## src/rtl/wb_pkg.sv

```systemverilog
// rtl/wb_pkg.sv - shared types and constants for the Wishbone initiator and its helpers
package wb_pkg;

  localparam int WB_TMO_CNT_W = 16;
  localparam int WB_AW        = 32;
  localparam int WB_DW        = 32;

  typedef enum logic [1:0] {
    WB_M_IDLE,
    WB_M_BUS,
    WB_M_RESP
  } wb_m_state_t;

  typedef struct packed {
    logic [WB_AW-1:0]   addr;
    logic [WB_DW-1:0]   wdata;
    logic               we;
    logic [WB_DW/8-1:0] sel;
  } wb_req_t;

endpackage

```

## src/rtl/wb_master_port_if.sv

```systemverilog
// rtl/wb_master_port_if.sv - client request/response channels plus the Wishbone initiator bus
interface wb_master_port_if #(
  parameter int AW = 32,
  parameter int DW = 32
);

  logic            req_valid_i;
  logic            req_ready_o;
  logic [AW-1:0]   req_addr_i;
  logic [DW-1:0]   req_wdata_i;
  logic            req_we_i;
  logic [DW/8-1:0] req_sel_i;

  logic            resp_valid_o;
  logic            resp_ready_i;
  logic [DW-1:0]   resp_rdata_o;
  logic            resp_err_o;
  logic            resp_tmo_o;

  logic            wb_cyc_o;
  logic            wb_stb_o;
  logic            wb_we_o;
  logic [AW-1:0]   wb_addr_o;
  logic [DW-1:0]   wb_wdata_o;
  logic [DW/8-1:0] wb_sel_o;
  logic [DW-1:0]   wb_rdata_i;
  logic            wb_ack_i;
  logic            wb_err_i;

  modport master (
    input  req_valid_i, req_addr_i, req_wdata_i, req_we_i, req_sel_i, resp_ready_i,
           wb_rdata_i, wb_ack_i, wb_err_i,
    output req_ready_o, resp_valid_o, resp_rdata_o, resp_err_o, resp_tmo_o,
           wb_cyc_o, wb_stb_o, wb_we_o, wb_addr_o, wb_wdata_o, wb_sel_o
  );

  modport slave (
    output req_valid_i, req_addr_i, req_wdata_i, req_we_i, req_sel_i, resp_ready_i,
           wb_rdata_i, wb_ack_i, wb_err_i,
    input  req_ready_o, resp_valid_o, resp_rdata_o, resp_err_o, resp_tmo_o,
           wb_cyc_o, wb_stb_o, wb_we_o, wb_addr_o, wb_wdata_o, wb_sel_o
  );

endinterface

```

## src/rtl/wb_timeout_counter.sv

```systemverilog
// rtl/wb_timeout_counter.sv - saturating abort timer; expired once LIMIT-1 cycles have been counted
module wb_timeout_counter
  import wb_pkg::*;
#(
  parameter int LIMIT = 255,
  parameter int W     = WB_TMO_CNT_W
) (
  input  logic clk_i,
  input  logic rst_i,
  input  logic clear_i,
  input  logic en_i,
  output logic expired_o
);

  localparam int unsigned LIMIT_M1 = (LIMIT > 0) ? LIMIT - 1 : 0;

  logic [W-1:0] cnt_q;
  logic [W-1:0] cnt_d;

  always_comb begin
    cnt_d = cnt_q;
    if (clear_i) begin
      cnt_d = '0;
    end else if (en_i && (cnt_q != '1)) begin
      cnt_d = cnt_q + 1'b1;
    end
  end

  always_ff @(posedge clk_i or posedge rst_i) begin
    if (rst_i) begin
      cnt_q <= '0;
    end else begin
      cnt_q <= cnt_d;
    end
  end

  // LIMIT of 0 disables the abort entirely
  assign expired_o = (LIMIT > 0) && (32'(cnt_q) >= LIMIT_M1);

endmodule

```

## src/rtl/wb_master_port.sv

```systemverilog
// rtl/wb_master_port.sv - single-transfer Wishbone classic initiator with timeout abort
module wb_master_port
  import wb_pkg::*;
#(
  parameter int WB_ADDR_WIDTH  = 32,
  parameter int WB_DATA_WIDTH  = 32,
  parameter int TIMEOUT_CYCLES = 255
) (
  input  logic             wb_clk_i,
  input  logic             rst_i,
  input  logic             en_i,
  wb_master_port_if.master bus
);

  localparam int SW = WB_DATA_WIDTH / 8;

  wb_m_state_t              state_q;
  logic                     cyc_q;
  logic                     we_q;
  logic [WB_ADDR_WIDTH-1:0] addr_q;
  logic [WB_DATA_WIDTH-1:0] wdata_q;
  logic [SW-1:0]            sel_q;
  logic                     resp_valid_q;
  logic [WB_DATA_WIDTH-1:0] rdata_q;
  logic                     err_q;
  logic                     tmo_q;

  logic accept;
  logic tmo_expired;

  assign bus.req_ready_o = (state_q == WB_M_IDLE) && en_i && !rst_i;
  assign accept          = (state_q == WB_M_IDLE) && en_i && bus.req_valid_i;

  wb_timeout_counter #(
    .LIMIT (TIMEOUT_CYCLES),
    .W     (WB_TMO_CNT_W)
  ) u_tmo (
    .clk_i     (wb_clk_i),
    .rst_i     (rst_i),
    .clear_i   (accept),
    .en_i      (state_q == WB_M_BUS),
    .expired_o (tmo_expired)
  );

  always_ff @(posedge wb_clk_i or posedge rst_i) begin
    if (rst_i) begin
      state_q      <= WB_M_IDLE;
      cyc_q        <= 1'b0;
      we_q         <= 1'b0;
      addr_q       <= '0;
      wdata_q      <= '0;
      sel_q        <= '0;
      resp_valid_q <= 1'b0;
      rdata_q      <= '0;
      err_q        <= 1'b0;
      tmo_q        <= 1'b0;
    end else begin
      case (state_q)
        WB_M_IDLE: begin
          if (accept) begin
            addr_q  <= bus.req_addr_i;
            wdata_q <= bus.req_wdata_i;
            we_q    <= bus.req_we_i;
            sel_q   <= bus.req_sel_i;
            cyc_q   <= 1'b1;
            state_q <= WB_M_BUS;
          end
        end
        WB_M_BUS: begin
          // a bus termination beats a simultaneous timeout; err beats ack
          if (bus.wb_ack_i || bus.wb_err_i) begin
            cyc_q        <= 1'b0;
            resp_valid_q <= 1'b1;
            rdata_q      <= (bus.wb_ack_i && !bus.wb_err_i && !we_q) ? bus.wb_rdata_i : '0;
            err_q        <= bus.wb_err_i;
            tmo_q        <= 1'b0;
            state_q      <= WB_M_RESP;
          end else if (tmo_expired) begin
            cyc_q        <= 1'b0;
            resp_valid_q <= 1'b1;
            rdata_q      <= '0;
            err_q        <= 1'b1;
            tmo_q        <= 1'b1;
            state_q      <= WB_M_RESP;
          end
        end
        WB_M_RESP: begin
          if (bus.resp_ready_i) begin
            resp_valid_q <= 1'b0;
            state_q      <= WB_M_IDLE;
          end
        end
        default: begin
          cyc_q        <= 1'b0;
          resp_valid_q <= 1'b0;
          state_q      <= WB_M_IDLE;
        end
      endcase
    end
  end

  assign bus.wb_cyc_o     = cyc_q;
  assign bus.wb_stb_o     = cyc_q;
  assign bus.wb_we_o      = we_q;
  assign bus.wb_addr_o    = addr_q;
  assign bus.wb_wdata_o   = wdata_q;
  assign bus.wb_sel_o     = sel_q;
  assign bus.resp_valid_o = resp_valid_q;
  assign bus.resp_rdata_o = rdata_q;
  assign bus.resp_err_o   = err_q;
  assign bus.resp_tmo_o   = tmo_q;

endmodule
```

## src/flat_wrapper.sv

```systemverilog
// flat-port wrapper written by rule: the top's interface ports become plain ports
module wb_master_port_flat import wb_pkg::*;
#(
  parameter int WB_ADDR_WIDTH  = 32,
  parameter int WB_DATA_WIDTH  = 32,
  parameter int TIMEOUT_CYCLES = 255
)
  (wb_clk_i, rst_i, en_i, bus_req_valid_i, bus_req_addr_i, bus_req_wdata_i, bus_req_we_i, bus_req_sel_i, bus_resp_ready_i, bus_wb_rdata_i, bus_wb_ack_i, bus_wb_err_i, bus_req_ready_o, bus_resp_valid_o, bus_resp_rdata_o, bus_resp_err_o, bus_resp_tmo_o, bus_wb_cyc_o, bus_wb_stb_o, bus_wb_we_o, bus_wb_addr_o, bus_wb_wdata_o, bus_wb_sel_o);
  wb_master_port_if bus_i ();
  input  logic wb_clk_i;
  input  logic rst_i;
  input  logic en_i;
  input wire logic [$bits(bus_i.req_valid_i)-1:0] bus_req_valid_i;
  input wire logic [$bits(bus_i.req_addr_i)-1:0] bus_req_addr_i;
  input wire logic [$bits(bus_i.req_wdata_i)-1:0] bus_req_wdata_i;
  input wire logic [$bits(bus_i.req_we_i)-1:0] bus_req_we_i;
  input wire logic [$bits(bus_i.req_sel_i)-1:0] bus_req_sel_i;
  input wire logic [$bits(bus_i.resp_ready_i)-1:0] bus_resp_ready_i;
  input wire logic [$bits(bus_i.wb_rdata_i)-1:0] bus_wb_rdata_i;
  input wire logic [$bits(bus_i.wb_ack_i)-1:0] bus_wb_ack_i;
  input wire logic [$bits(bus_i.wb_err_i)-1:0] bus_wb_err_i;
  output wire logic [$bits(bus_i.req_ready_o)-1:0] bus_req_ready_o;
  output wire logic [$bits(bus_i.resp_valid_o)-1:0] bus_resp_valid_o;
  output wire logic [$bits(bus_i.resp_rdata_o)-1:0] bus_resp_rdata_o;
  output wire logic [$bits(bus_i.resp_err_o)-1:0] bus_resp_err_o;
  output wire logic [$bits(bus_i.resp_tmo_o)-1:0] bus_resp_tmo_o;
  output wire logic [$bits(bus_i.wb_cyc_o)-1:0] bus_wb_cyc_o;
  output wire logic [$bits(bus_i.wb_stb_o)-1:0] bus_wb_stb_o;
  output wire logic [$bits(bus_i.wb_we_o)-1:0] bus_wb_we_o;
  output wire logic [$bits(bus_i.wb_addr_o)-1:0] bus_wb_addr_o;
  output wire logic [$bits(bus_i.wb_wdata_o)-1:0] bus_wb_wdata_o;
  output wire logic [$bits(bus_i.wb_sel_o)-1:0] bus_wb_sel_o;
  assign bus_i.req_valid_i = bus_req_valid_i;
  assign bus_i.req_addr_i = bus_req_addr_i;
  assign bus_i.req_wdata_i = bus_req_wdata_i;
  assign bus_i.req_we_i = bus_req_we_i;
  assign bus_i.req_sel_i = bus_req_sel_i;
  assign bus_i.resp_ready_i = bus_resp_ready_i;
  assign bus_i.wb_rdata_i = bus_wb_rdata_i;
  assign bus_i.wb_ack_i = bus_wb_ack_i;
  assign bus_i.wb_err_i = bus_wb_err_i;
  assign bus_req_ready_o = bus_i.req_ready_o;
  assign bus_resp_valid_o = bus_i.resp_valid_o;
  assign bus_resp_rdata_o = bus_i.resp_rdata_o;
  assign bus_resp_err_o = bus_i.resp_err_o;
  assign bus_resp_tmo_o = bus_i.resp_tmo_o;
  assign bus_wb_cyc_o = bus_i.wb_cyc_o;
  assign bus_wb_stb_o = bus_i.wb_stb_o;
  assign bus_wb_we_o = bus_i.wb_we_o;
  assign bus_wb_addr_o = bus_i.wb_addr_o;
  assign bus_wb_wdata_o = bus_i.wb_wdata_o;
  assign bus_wb_sel_o = bus_i.wb_sel_o;
  wb_master_port #(.WB_ADDR_WIDTH(WB_ADDR_WIDTH), .WB_DATA_WIDTH(WB_DATA_WIDTH), .TIMEOUT_CYCLES(TIMEOUT_CYCLES)) u_core (.wb_clk_i(wb_clk_i), .rst_i(rst_i), .en_i(en_i), .bus(bus_i));
endmodule
```

## config.mk

```make
export PLATFORM = sky130hd
export DESIGN_NAME = wb_master_port_flat
export DESIGN_NICKNAME = d
export VERILOG_FILES = /design/src/rtl/wb_pkg.sv /design/src/rtl/wb_master_port_if.sv /design/src/rtl/wb_timeout_counter.sv /design/src/rtl/wb_master_port.sv /design/src/flat_wrapper.sv
export SDC_FILE = /design/constraint.sdc
export NUM_CORES = 1
export LEC_CHECK = 0
export CAP_MARGIN = 20
export CORE_ASPECT_RATIO = 0.8
export CORE_MARGIN = 3
export CORE_UTILIZATION = 39
export DETAILED_ROUTE_END_ITERATION = 10
export GPL_TIMING_DRIVEN = 0
export PLACE_DENSITY = 0.77
export SYNTH_ARGS = -nofsm -noshare
export SYNTH_HDL_FRONTEND = slang
export SYNTH_SLANG_ARGS = --single-unit
```

## constraint.sdc

```tcl
create_clock -name wb_clk_i -period 6.3 [get_ports wb_clk_i]
set_clock_uncertainty 0.2 [all_clocks]
set_input_delay 1.575 -clock wb_clk_i [delete_from_list [all_inputs] [get_ports wb_clk_i]]
set_output_delay 1.575 -clock wb_clk_i [all_outputs]
set_load 0.02 [all_outputs]
```

==> metrics.md, run 1 <==
| Metric | Value |
|---|---|
| Top FF cell, synth | `dfrtp_1` |
| CP Buf/Inv Count | `5` |
| Setup crit end kind | `output port` |
| Top-count cell post-synth | `nand2_1` |
| Commonest cells post-synth | `nand2_1 (251), dfrtp_1 (123), mux2i_1 (41), inv_1 (36), clkbuf_1 (17)` |
| Synth area leaders | `dfrtp_1 (59%), nand2_1 (18%), mux2i_1 (7.9%), inv_1 (2.6%), clkbuf_1 (1.2%)` |
| Core area | `13000 um^2` |
| Clock latency at the later pin of the worst-skew pair | `approximately 0.41 ns` |
| Initial antenna violation count | `0` |
| Vias in the first global route | `around 4900` |
| Crit Path Max Fanout | `37` |
| Maxcap violations | `0` |
| Top Family by Delay on Critical Path | `buffers and inverters` |
| CTS clk-pin slew, worst paths | `around 0.050 ns` |
| Top sig layer | `met4` |
| DRT iter0 DRCs | `205` |
| Cell Rows | `37` |
| Area of the multi-input gates | `between 1500 and 2000 um^2` |
| YS warnings | `0` |
| Area Overhead vs Synth | `57.9%` |
| Syn Inst Count | `554` |
| Util after Layout | `63.4%` |
| Largest area contributor in the netlist | `dfrtp_1` |
| Largest net degree at the start of global routing | `41` |
| CTS tree | `built` |
| FF-to-FF setup slack | `3.93 ns` |
| Post-detailed-route count of antenna-violating nets | `0` |
| Global placement routability congestion | `0.798` |
| Placement Setup Slack | `approximately 0.79 ns` |
| Max-slew headroom | `61.6%` |
| Post-route DRC | `0` |
| Routed length per instance | `around 16 um` |
| Crit-path cells | `clkdlybuf4s50_1, clkinvlp_4, buf_12, buf_12, and3_1, clkdlybuf4s50_1` |
| Hold Vio Cnt, Final | `0` |
| First-pass GRT wire length | `24300 um` |
| Flops & latches, synth | `123` |
| Filler Cells Inserted | `1049` |
| Yosys cell types | `33` |
| Sw Share | `33.7%` |
| Peak VDD IR | `0.247 mV` |
| Sequential fraction of the synthesis area | `between 50% and 60%` |
| WP data required | `4.53 ns` |
| Clk buf depth | `2` |
| Int Power | `about 2.2 mW` |
| Synth top area share | `59.2%` |
| Num CTS Buffers | `17` |
| # Post-CTS Setup Buffers | `0` |
| Max stage delay on crit path | `0.54 ns` |
| Slowest cell on the critical path | `clkdlybuf4s50_1` |
| Mapped Nets | `664` |
| H-tree depth | `4` |
| # IOs | `215` |
| Vias | `4683` |
| Root buf cell | `clkbuf_16` |
| Worst-margin pin slew | `0.576 ns` |
| Status | `complete, no violations` |
| RSZ-0062 raised after global routing | `no` |
| Die area | `14800 um^2` |
| Nets@finish | `900` |
| GRT Total Usage | `20.9%` |
| CP Launch Type | `primary input` |
| Comb power frac | `35.7%` |
| Syn_area_per_cell | `9.39 um^2` |
| Clock Sinks | `around 120` |
| Metal1 wirelength | `6240 um` |
| Post-DP HPWL | `11100 um` |
| # hold bufs at CTS | `0` |
| Final cycle utilization of the critical path | `between 80 and 90%` |
| DR WL met3 | `1200 um` |
| Max Fclk | `0.182 GHz` |
| Metal2 WL | `7410 um` |
| Max Slew Vio Count | `0` |
| Reg area | `3080 um^2` |
| Die W | `135 um` |
| Mapped Area | `5200 um^2` |
| Hold crit path type | `flop to flop` |
| CTS-repair resized insts | `0` |
| Async set-reset flop share out of synthesis | `100%` |
| Antenna fix cells | `0` |
| Share of cells above drive strength 1 | `5.73%` |
| WP data arrival | `between 3 and 4 ns` |
| Clock share of power | `29.1%` |
| TritonRoute pass-1 iters | `4` |
| Count of final setup violators | `0` |
| NetSw | `1.11 mW` |
| Initial Util | `40.1%` |
| Reg power frac | `between 30% and 40%` |
| Detailed Route WL | `15300 um` |
| Critical path class | `primary input to output port` |
| Die H | `109 um` |
| Worst setup margin | `0.805 ns` |
| Number of vias per cell | `4.79` |
| P_leak | `around 3.7 nW` |
| PwrDens | `400 nW/um^2` |
| EDFF count, synth | `0` |
| Buffers on Ports | `between 200 and 250` |
| Grt ovf | `0` |
| Final min period | `5.50 ns` |
[layout make-up]
cell class	count	share of cell area, %
clock buffers	20	5.68
inverters	36	1.69
plain buffers	28	1.66
flip-flops and latches	123	37.5
clock inverters	12	1.48
repair buffers	217	26.8
well taps	175	2.67
multi-input cells	367	22.6
[state kept, by name (all words and copies together), names as in the netlist, 2 cells and up]
name                     cells
u_core.bus.wb_addr_o        32
u_core.u_tmo.cnt_q          16
u_core.state_q               2
u_core.bus.resp_rdata_o     32
u_core.bus.wb_wdata_o       32
u_core.bus.wb_sel_o          4
[power groups by stage]
stage               Combinational (mW)  Clock, mW  Sequential, mW
floorplan                        0.290          0            1.41
global placement                  1.15          0            1.15
detailed placement                1.18          0            1.17
CTS                               1.19      0.976            1.16
global route                      1.26       1.01            1.19
finish                            1.17      0.957            1.16
[logic make-up (layout without fill, tap and decap cells)]
kind of cell	count (synthesis)	count (layout)	synth area share (%)
AOI/OAI and AO/OA	22	22	2.79
buffers and inverters	64	313	5.22
adders and majority gates	2	2	0.481
muxes	43	43	8.32
and+or+nand+nor	300	300	24.0
DFF	123	123	59.2
[worst reg2reg max path, delay by kind of cell, from the launching register on]
family	cells	cell delay [ns]
simple gates	4	0.74
flops	1	0.45
buf+inv	2	0.92
[path summary, 6_finish.rpt]
| path | cells past startpoint | from | endpoint |
|---|---|---|---|
| min in group asynchronous | 2 | rst_i | u_core.bus.wb_addr_o[14]$_DFFE_PP0P_ |
| hold reg to reg | 2 | u_core.bus.wb_addr_o[7]$_DFFE_PP0P_ | u_core.bus.wb_addr_o[7]$_DFFE_PP0P_ |
| setup / recovery | 6 | rst_i | bus_req_ready_o |
| hold / removal | 2 | u_core.bus.wb_addr_o[7]$_DFFE_PP0P_ | u_core.bus.wb_addr_o[7]$_DFFE_PP0P_ |
| setup reg to reg | 6 | u_core.state_q[1]$_DFFE_PP0P_ | u_core.bus.wb_addr_o[2]$_DFFE_PP0P_ |
| max in group asynchronous | 4 | rst_i | u_core.bus.wb_addr_o[2]$_DFFE_PP0P_ |
[placed cells by master, fill, tap and decap left out, types with 17 or more instances in the layout]
| cell type | Yosys | final |
|---|---|---|
| clkbuf_16 | 0 | 17 |
| nand2_1 | 251 | 251 |
| clkbuf_1 | 17 | 17 |
| clkdlybuf4s50_1 | 0 | 214 |
| dfrtp_1 | 123 | 123 |
| mux2i_1 | 41 | 41 |
| inv_1 | 36 | 35 |
[through the flow]
| stage | setup TNS (ns) | power [mW] | hold WS [ns] | area (um^2) | cells |
|---|---|---|---|---|---|
| 2_1_floorplan | 0 | 1.70 | 0.297 | 5210 | 554 |
| 3_3_place_gp | -1.23 | 2.30 | 0.259 | 7570 | 943 |
| 3_5_place_dp | 0 | 2.34 | 0.262 | 7630 | 946 |
| 4_1_cts | 0 | 3.32 | 0.276 | 8220 | 978 |
| 5_1_grt | 0 | 3.46 | 0.297 | 8220 | 978 |
| 6_report | 0 | 3.28 | 0.271 | 8220 | 978 |
[routing by layer]
layer	global-route usage [%]	vias up
met1	25.1	2236
met5	0	-
li1	-	2240
met4	9.71	0
met2	34.3	177
met3	6.86	30
No activity file was read; power rests on OpenSTA's default activity.
==> run 2, diff against run 1 <==
Settings changed: GPL_TIMING_DRIVEN 0 to default.
==> run 2 against run 1 <==
Effect of this change: register-to-register slack worse by 0.39 ns; via count fell by 2.4%; first-iteration DRC count rose by 44%; setup slack better by 0.83 ns; sequential share of layout area rose by 0.43 points; largest power group is now registers.
==> metrics.md, run 2 (same netlist as run 1, synthesis figures left out) <==
| Metric | Value |
|---|---|
| Maxcap violations | `0` |
| Clock latency at the later pin of the worst-skew pair | `0.41 ns` |
| Hold Vio Cnt, Final | `0` |
| Status | `complete, no violations` |
| Crit Path Max Fanout | `2` |
| Antenna fix cells | `0` |
| First-pass GRT wire length | `22900 um` |
| Slowest cell on the critical path | `clkdlybuf4s50_1` |
| Die W | `roughly 140 um` |
| WP data required | `about 4.5 ns` |
| WP data arrival | `2.89 ns` |
| PwrDens | `405 nW/um^2` |
| Sw Share | `roughly a third` |
| Post-detailed-route count of antenna-violating nets | `0` |
| Crit-path cells | `clkdlybuf4s50_1, clkinvlp_4, and3_1, clkdlybuf4s50_1` |
| Nets@finish | `876` |
| Peak VDD IR | `0.229 mV` |
| Root buf cell | `clkbuf_16` |
| Core area | `13000 um^2` |
| Grt ovf | `0` |
| Fin cells | `954` |
| RSZ-0062 raised after global routing | `no` |
| H-tree depth | `4` |
| Number of cells after detailed placement | `921` |
| Final cycle utilization of the critical path | `about three quarters` |
| Worst path depth | `4` |
| Reg power frac | `35.1%` |
| Final min period | `4.66 ns` |
| Hold crit path type | `flop to flop` |
| Post-Layout Inst Area | `8120 um^2` |
| DR WL met3 | `1140 um` |
| Commonest non-fill, non-tap cell in the layout | `nand2_1` |
| DRT iter0 DRCs | `296` |
| Routed length per instance | `15.1 um` |
| Reg2reg start | `u_core.u_tmo.cnt_q[3]$_DFFE_PP0P_` |
| CTS-repair resized insts | `0` |
| Vias | `between 4000 and 5000` |
| CTS tree | `built` |
| Global placement routability congestion | `0.798` |
| Detailed Route WL | `roughly 14000 um` |
| Comb power frac | `35.0%` |
| Count of final setup violators | `0` |
| # Post-CTS Setup Buffers | `0` |
| Post-DP HPWL | `10300 um` |
| Initial Util | `40.1%` |
| # IOs | `215` |
| # hold bufs at CTS | `0` |
| Area Overhead vs Synth | `56.1%` |
| CP Buf/Inv Count | `3` |
| Worst path most repeated cell | `clkdlybuf4s50_1` |
| Clk buf depth | `2` |
| TNS Setup | `0 ns` |
| CP startpoint | `rst_i` |
| Max-slew headroom | `44.5%` |
| Max Fclk | `roughly 0.21 GHz` |
| Top sig layer | `met4` |
| Num CTS Buffers | `17` |
| Top Family by Delay on Critical Path | `buffers and inverters` |
| Clock share of power | `about 30%` |
| TritonRoute pass-1 iters | `4` |
| Worst-margin pin slew | `0.830 ns` |
| Share of cells above drive strength 1 | `5.91%` |
| NetSw | `between 1 and 1.5 mW` |
| Number of vias per cell | `4.79` |
| Max stage delay on crit path | `around 0.53 ns` |
| Setup crit end kind | `output port` |
| Total power | `between 3 and 4 mW` |
| Cell Rows | `37` |
| Vias in the first global route | `4680` |
| Hold path start | `u_core.bus.wb_sel_o[1]$_DFFE_PP0P_` |
| Critical path class | `primary input to output port` |
| Worst hold stages | `2` |
| P_leak | `~3.7 nW` |
| CP Launch Type | `primary input` |
| Metal1 wirelength | `5820 um` |
| Placed inst area | `7510 um^2` |
| Largest net degree at the start of global routing | `between 70 and 80` |
| Post-route DRC | `0` |
| FF-to-FF path depth | `5` |
| Die area | `14800 um^2` |
| Max Slew Vio Count | `0` |
| CTS clk-pin slew, worst paths | `0.05 ns` |
| Int Power | `2.20 mW` |
| Most frequent cells in the layout | `nand2_1 (251), clkdlybuf4s50_1 (214), dfrtp_1 (123)` |
| GRT Total Usage | `19.6%` |
| Metal2 WL | `a little over 7000 um` |
| Buffers on Ports | `214` |
| Die H | `109 um` |
| Clock Sinks | `roughly 120` |
| Initial antenna violation count | `0` |
==> run 2: cell count changes in the layout (fill, tap and decap cells not counted), moves of 3 or more <==
cell,before,now
buf_12,3,0
clkbuf_1,17,2
buf_1,5,0
buf_6,3,0
buf_4,2,6
==> run 2: final timing paths <==
check	to	slack, ns
max	bus_req_ready_o	1.64
min	u_core.bus.wb_sel_o[1]$_DFFE_PP0P_	0.27
max in group asynchronous	u_core.u_tmo.cnt_q[2]$_DFFE_PP0P_	2.99
max reg2reg	u_core.bus.resp_rdata_o[13]$_DFFE_PP0P_	3.54
min reg2reg	u_core.bus.wb_sel_o[1]$_DFFE_PP0P_	0.27
min in group asynchronous	u_core.bus.wb_wdata_o[26]$_DFFE_PP0P_	1.62
==> run 2: cell type report <==
cell class	count	area [um^2]
clock buffer	21	460
clock inverter	11	144
fill	1100	4840
inverter	36	139
multi-input combinational	367	1880
sequential	123	3080
tap	175	219
timing repair buffer	221	2200
==> run 2: per-layer routing <==
metal / track usage (%) / vias up
met4: 6.76 / 0
li1: - / 2193
met1: 23.6 / 2212
met5: 0 / -
met3: 7.59 / 20
met2: 32.7 / 146
==> run 2: worst min-delay path: stages, from the launching register on <==
cell and delay, ns:
dfrtp_1 0.34, nand2_1 0.05, nand2_1 0.05
==> run 2: power by group through the flow <==
stage                     clock network (mW)  logic (mW)  registers, mW
after floorplan                            0       0.290           1.41
after global placement                     0        1.13           1.15
after detailed placement                   0        1.16           1.16
after CTS                               1.01        1.17           1.16
after global routing                    1.04        1.24           1.19
final                                  0.983        1.15           1.16
==> run 2: metrics by stage <==
stage / util (%) / hold WS, ns / setup slack (ns)
after floorplan: - / 0.297 / 0.558
after global placement: 57.8 / 0.257 / 1.63
after detailed placement: 57.9 / 0.262 / 1.63
after CTS: 62.6 / 0.279 / 1.63
after global routing: 62.7 / 0.304 / 1.60
final: 62.7 / 0.272 / 1.64
==> run 3, diff against run 2 <==
Clock period 6.3 ns to 4 ns, I/O delays scaled along.
==> run 3 against run 2 <==
Effect of this change: final cell count up 0.10%; largest cell class unchanged; combinational power up 56%; register-to-register slack worse by 1.9 ns; utilization up 0.46 points; setup slack worse by 1.2 ns; global-route usage down 0.51 points; power up 60%; clock power up 67%; worst hold slack worse by 0.0035 ns; sequential power up 58%.
==> metrics.md, run 3 (same netlist as run 1, synthesis figures left out) <==
| Metric | Value |
|---|---|
| Vias in the first global route | `4747` |
| Most frequent cells in the layout | `nand2_1 (251), clkdlybuf4s50_1 (214), dfrtp_1 (123)` |
| CP Launch Type | `primary input` |
| WP data required | `2.80 ns` |
| Global placement routability congestion | `0.801` |
| Post-route DRC | `0` |
| Max stage delay on crit path | `roughly 0.6 ns` |
| Critical path class | `primary input to output port` |
| Hold path start | `u_core.bus.wb_wdata_o[12]$_DFFE_PP0P_` |
| TritonRoute pass-1 iters | `4` |
| Fin cells | `955` |
| Int Power | `3.54 mW` |
| Setup crit end kind | `output port` |
| PwrDens | `644 nW/um^2` |
| Num CTS Buffers | `17` |
| Core area | `13000 um^2` |
| Number of vias per cell | `4.74` |
| Cell Rows | `37` |
| # Post-CTS Setup Buffers | `0` |
| Crit-path cells | `clkdlybuf4s50_1, and3_2, clkdlybuf4s50_1` |
| FF-to-FF setup slack | `1.60 ns` |
| Worst hold stages | `2` |
| Largest net degree at the start of global routing | `76` |
| Area Overhead vs Synth | `57.3%` |
| Final cycle utilization of the critical path | `88.7%` |
| NetSw | `1.73 mW` |
| Clock latency at the later pin of the worst-skew pair | `0.40 ns` |
| Hold crit path type | `flop to flop` |
| Post-DP HPWL | `between 10000 and 15000 um` |
| Slowest cell on the critical path | `clkdlybuf4s50_1` |
| Share of cells above drive strength 1 | `under 10%` |
| Hold endpoint | `u_core.bus.wb_wdata_o[12]$_DFFE_PP0P_` |
| Detailed Route WL | `between 10000 and 15000 um` |
| Buffers on Ports | `214` |
| Total power | `~5.3 mW` |
| CP Buf/Inv Count | `2` |
| Die area | `between 10000 and 15000 um^2` |
| Grt ovf | `0` |
| Initial Util | `40.1%` |
| Sw Share | `32.9%` |
| Filler Cells Inserted | `between 1000 and 1500` |
| Reg2Reg Capture Point | `u_core.bus.resp_tmo_o$_DFFE_PP0P_` |
| RSZ-0062 raised after global routing | `no` |
| Hold Vio Cnt, Final | `0` |
| P_leak | `about 3.7 nW` |
| Reg power frac | `34.7%` |
| Maxcap violations | `0` |
| Final min period | `3.55 ns` |
| # IOs | `215` |
| Vias | `approximately 4500` |
| Initial antenna violation count | `0` |
| FF-to-FF path depth | `5` |
| Count of final setup violators | `0` |
| CTS tree | `built` |
| Peak VDD IR | `between 0.3 and 0.4 mV` |
| # hold bufs at CTS | `0` |
| Routed length per instance | `14.7 um` |
| Antenna fix cells | `0` |
| Root buf cell | `clkbuf_16` |
| Status | `complete, no violations` |
| Die H | `between 100 and 150 um` |
| Post-detailed-route count of antenna-violating nets | `0` |
| CTS clk-pin slew, worst paths | `~0.050 ns` |
| Top Family by Delay on Critical Path | `buffers and inverters` |
| Number of cells after detailed placement | `between 900 and 1000` |
| Clock share of power | `31.2%` |
| Clk buf depth | `2` |
| Max-slew headroom | `about 47%` |
| Max Fclk | `between 0.2 and 0.3 GHz` |
| Max Slew Vio Count | `0` |
| Crit Path Max Fanout | `3` |
| Nets@finish | `877` |
| H-tree depth | `4` |
| CTS-repair resized insts | `0` |
| GRT Total Usage | `19.1%` |
| Worst path most repeated cell | `clkdlybuf4s50_1` |
| Die W | `135 um` |
| Clock Sinks | `123` |
| WP data arrival | `2.35 ns` |
| DRT iter0 DRCs | `~230` |
| Reg2reg start | `u_core.u_tmo.cnt_q[3]$_DFFE_PP0P_` |
| First-pass GRT wire length | `around 23000 um` |
| Worst-margin pin slew | `0.802 ns` |
| Commonest non-fill, non-tap cell in the layout | `nand2_1` |
| Comb power frac | `34.1%` |
[run 3: routing by layer]
layer	track usage [%]	vias up	part of all wire, %
li1	-	2194	-
met1	24.6	2155	43
met2	31.5	161	49
met3	5.99	19	6.9
met4	5.54	0	2.0
met5	0	-	0
[run 3: cell type report]
class                   count  area, um^2  share of cell area [%]
well taps                 175         219                    2.68
clock buffers              19         453                    5.54
clock inverters            13         190                    2.32
inverters                  36         139                    1.70
repair buffers            222        2210                    27.1
multi-input cells         367        1890                    23.1
flip-flops and latches    123        3080                    37.6
[run 3: through the flow]
stage	setup TNS, ns	hold slack [ns]	setup slack [ns]	instance area, um^2	utilization, %
global route	0	0.296	0.398	8180	63.1
global placement	0	0.258	0.436	7530	58.1
floorplan	-0.571	0.297	-0.571	5210	-
finish	0	0.269	0.452	8180	63.1
CTS	0	0.276	0.450	8180	63.1
detailed placement	0	0.261	0.463	7530	58.1
[run 3: tightest hold or removal path, cell delays in order (launching register included)]
cell	delay, ns
dfrtp_1	0.34
nand2_1	0.05
nand2_1	0.05
[run 3: power groups by stage]
stage	clock network [mW]	registers (mW)	logic (mW)
after floorplan	0	2.22	0.458
after global placement	0	1.83	1.78
after detailed placement	0	1.84	1.82
after CTS	1.67	1.83	1.82
after global routing	1.73	1.88	1.94
final	1.64	1.83	1.79
[run 3: worst max path at each step]
stage | start | endpoint | slack (ns) | depth (start not counted)
after global routing | en_i | bus_req_ready_o | 0.40 | 3
final | en_i | bus_req_ready_o | 0.45 | 3
after global placement | rst_i | bus_req_ready_o | 0.44 | 4
after floorplan | rst_i | bus_req_ready_o | -0.57 | 2
after detailed placement | rst_i | bus_req_ready_o | 0.46 | 4
after CTS | en_i | bus_req_ready_o | 0.45 | 3
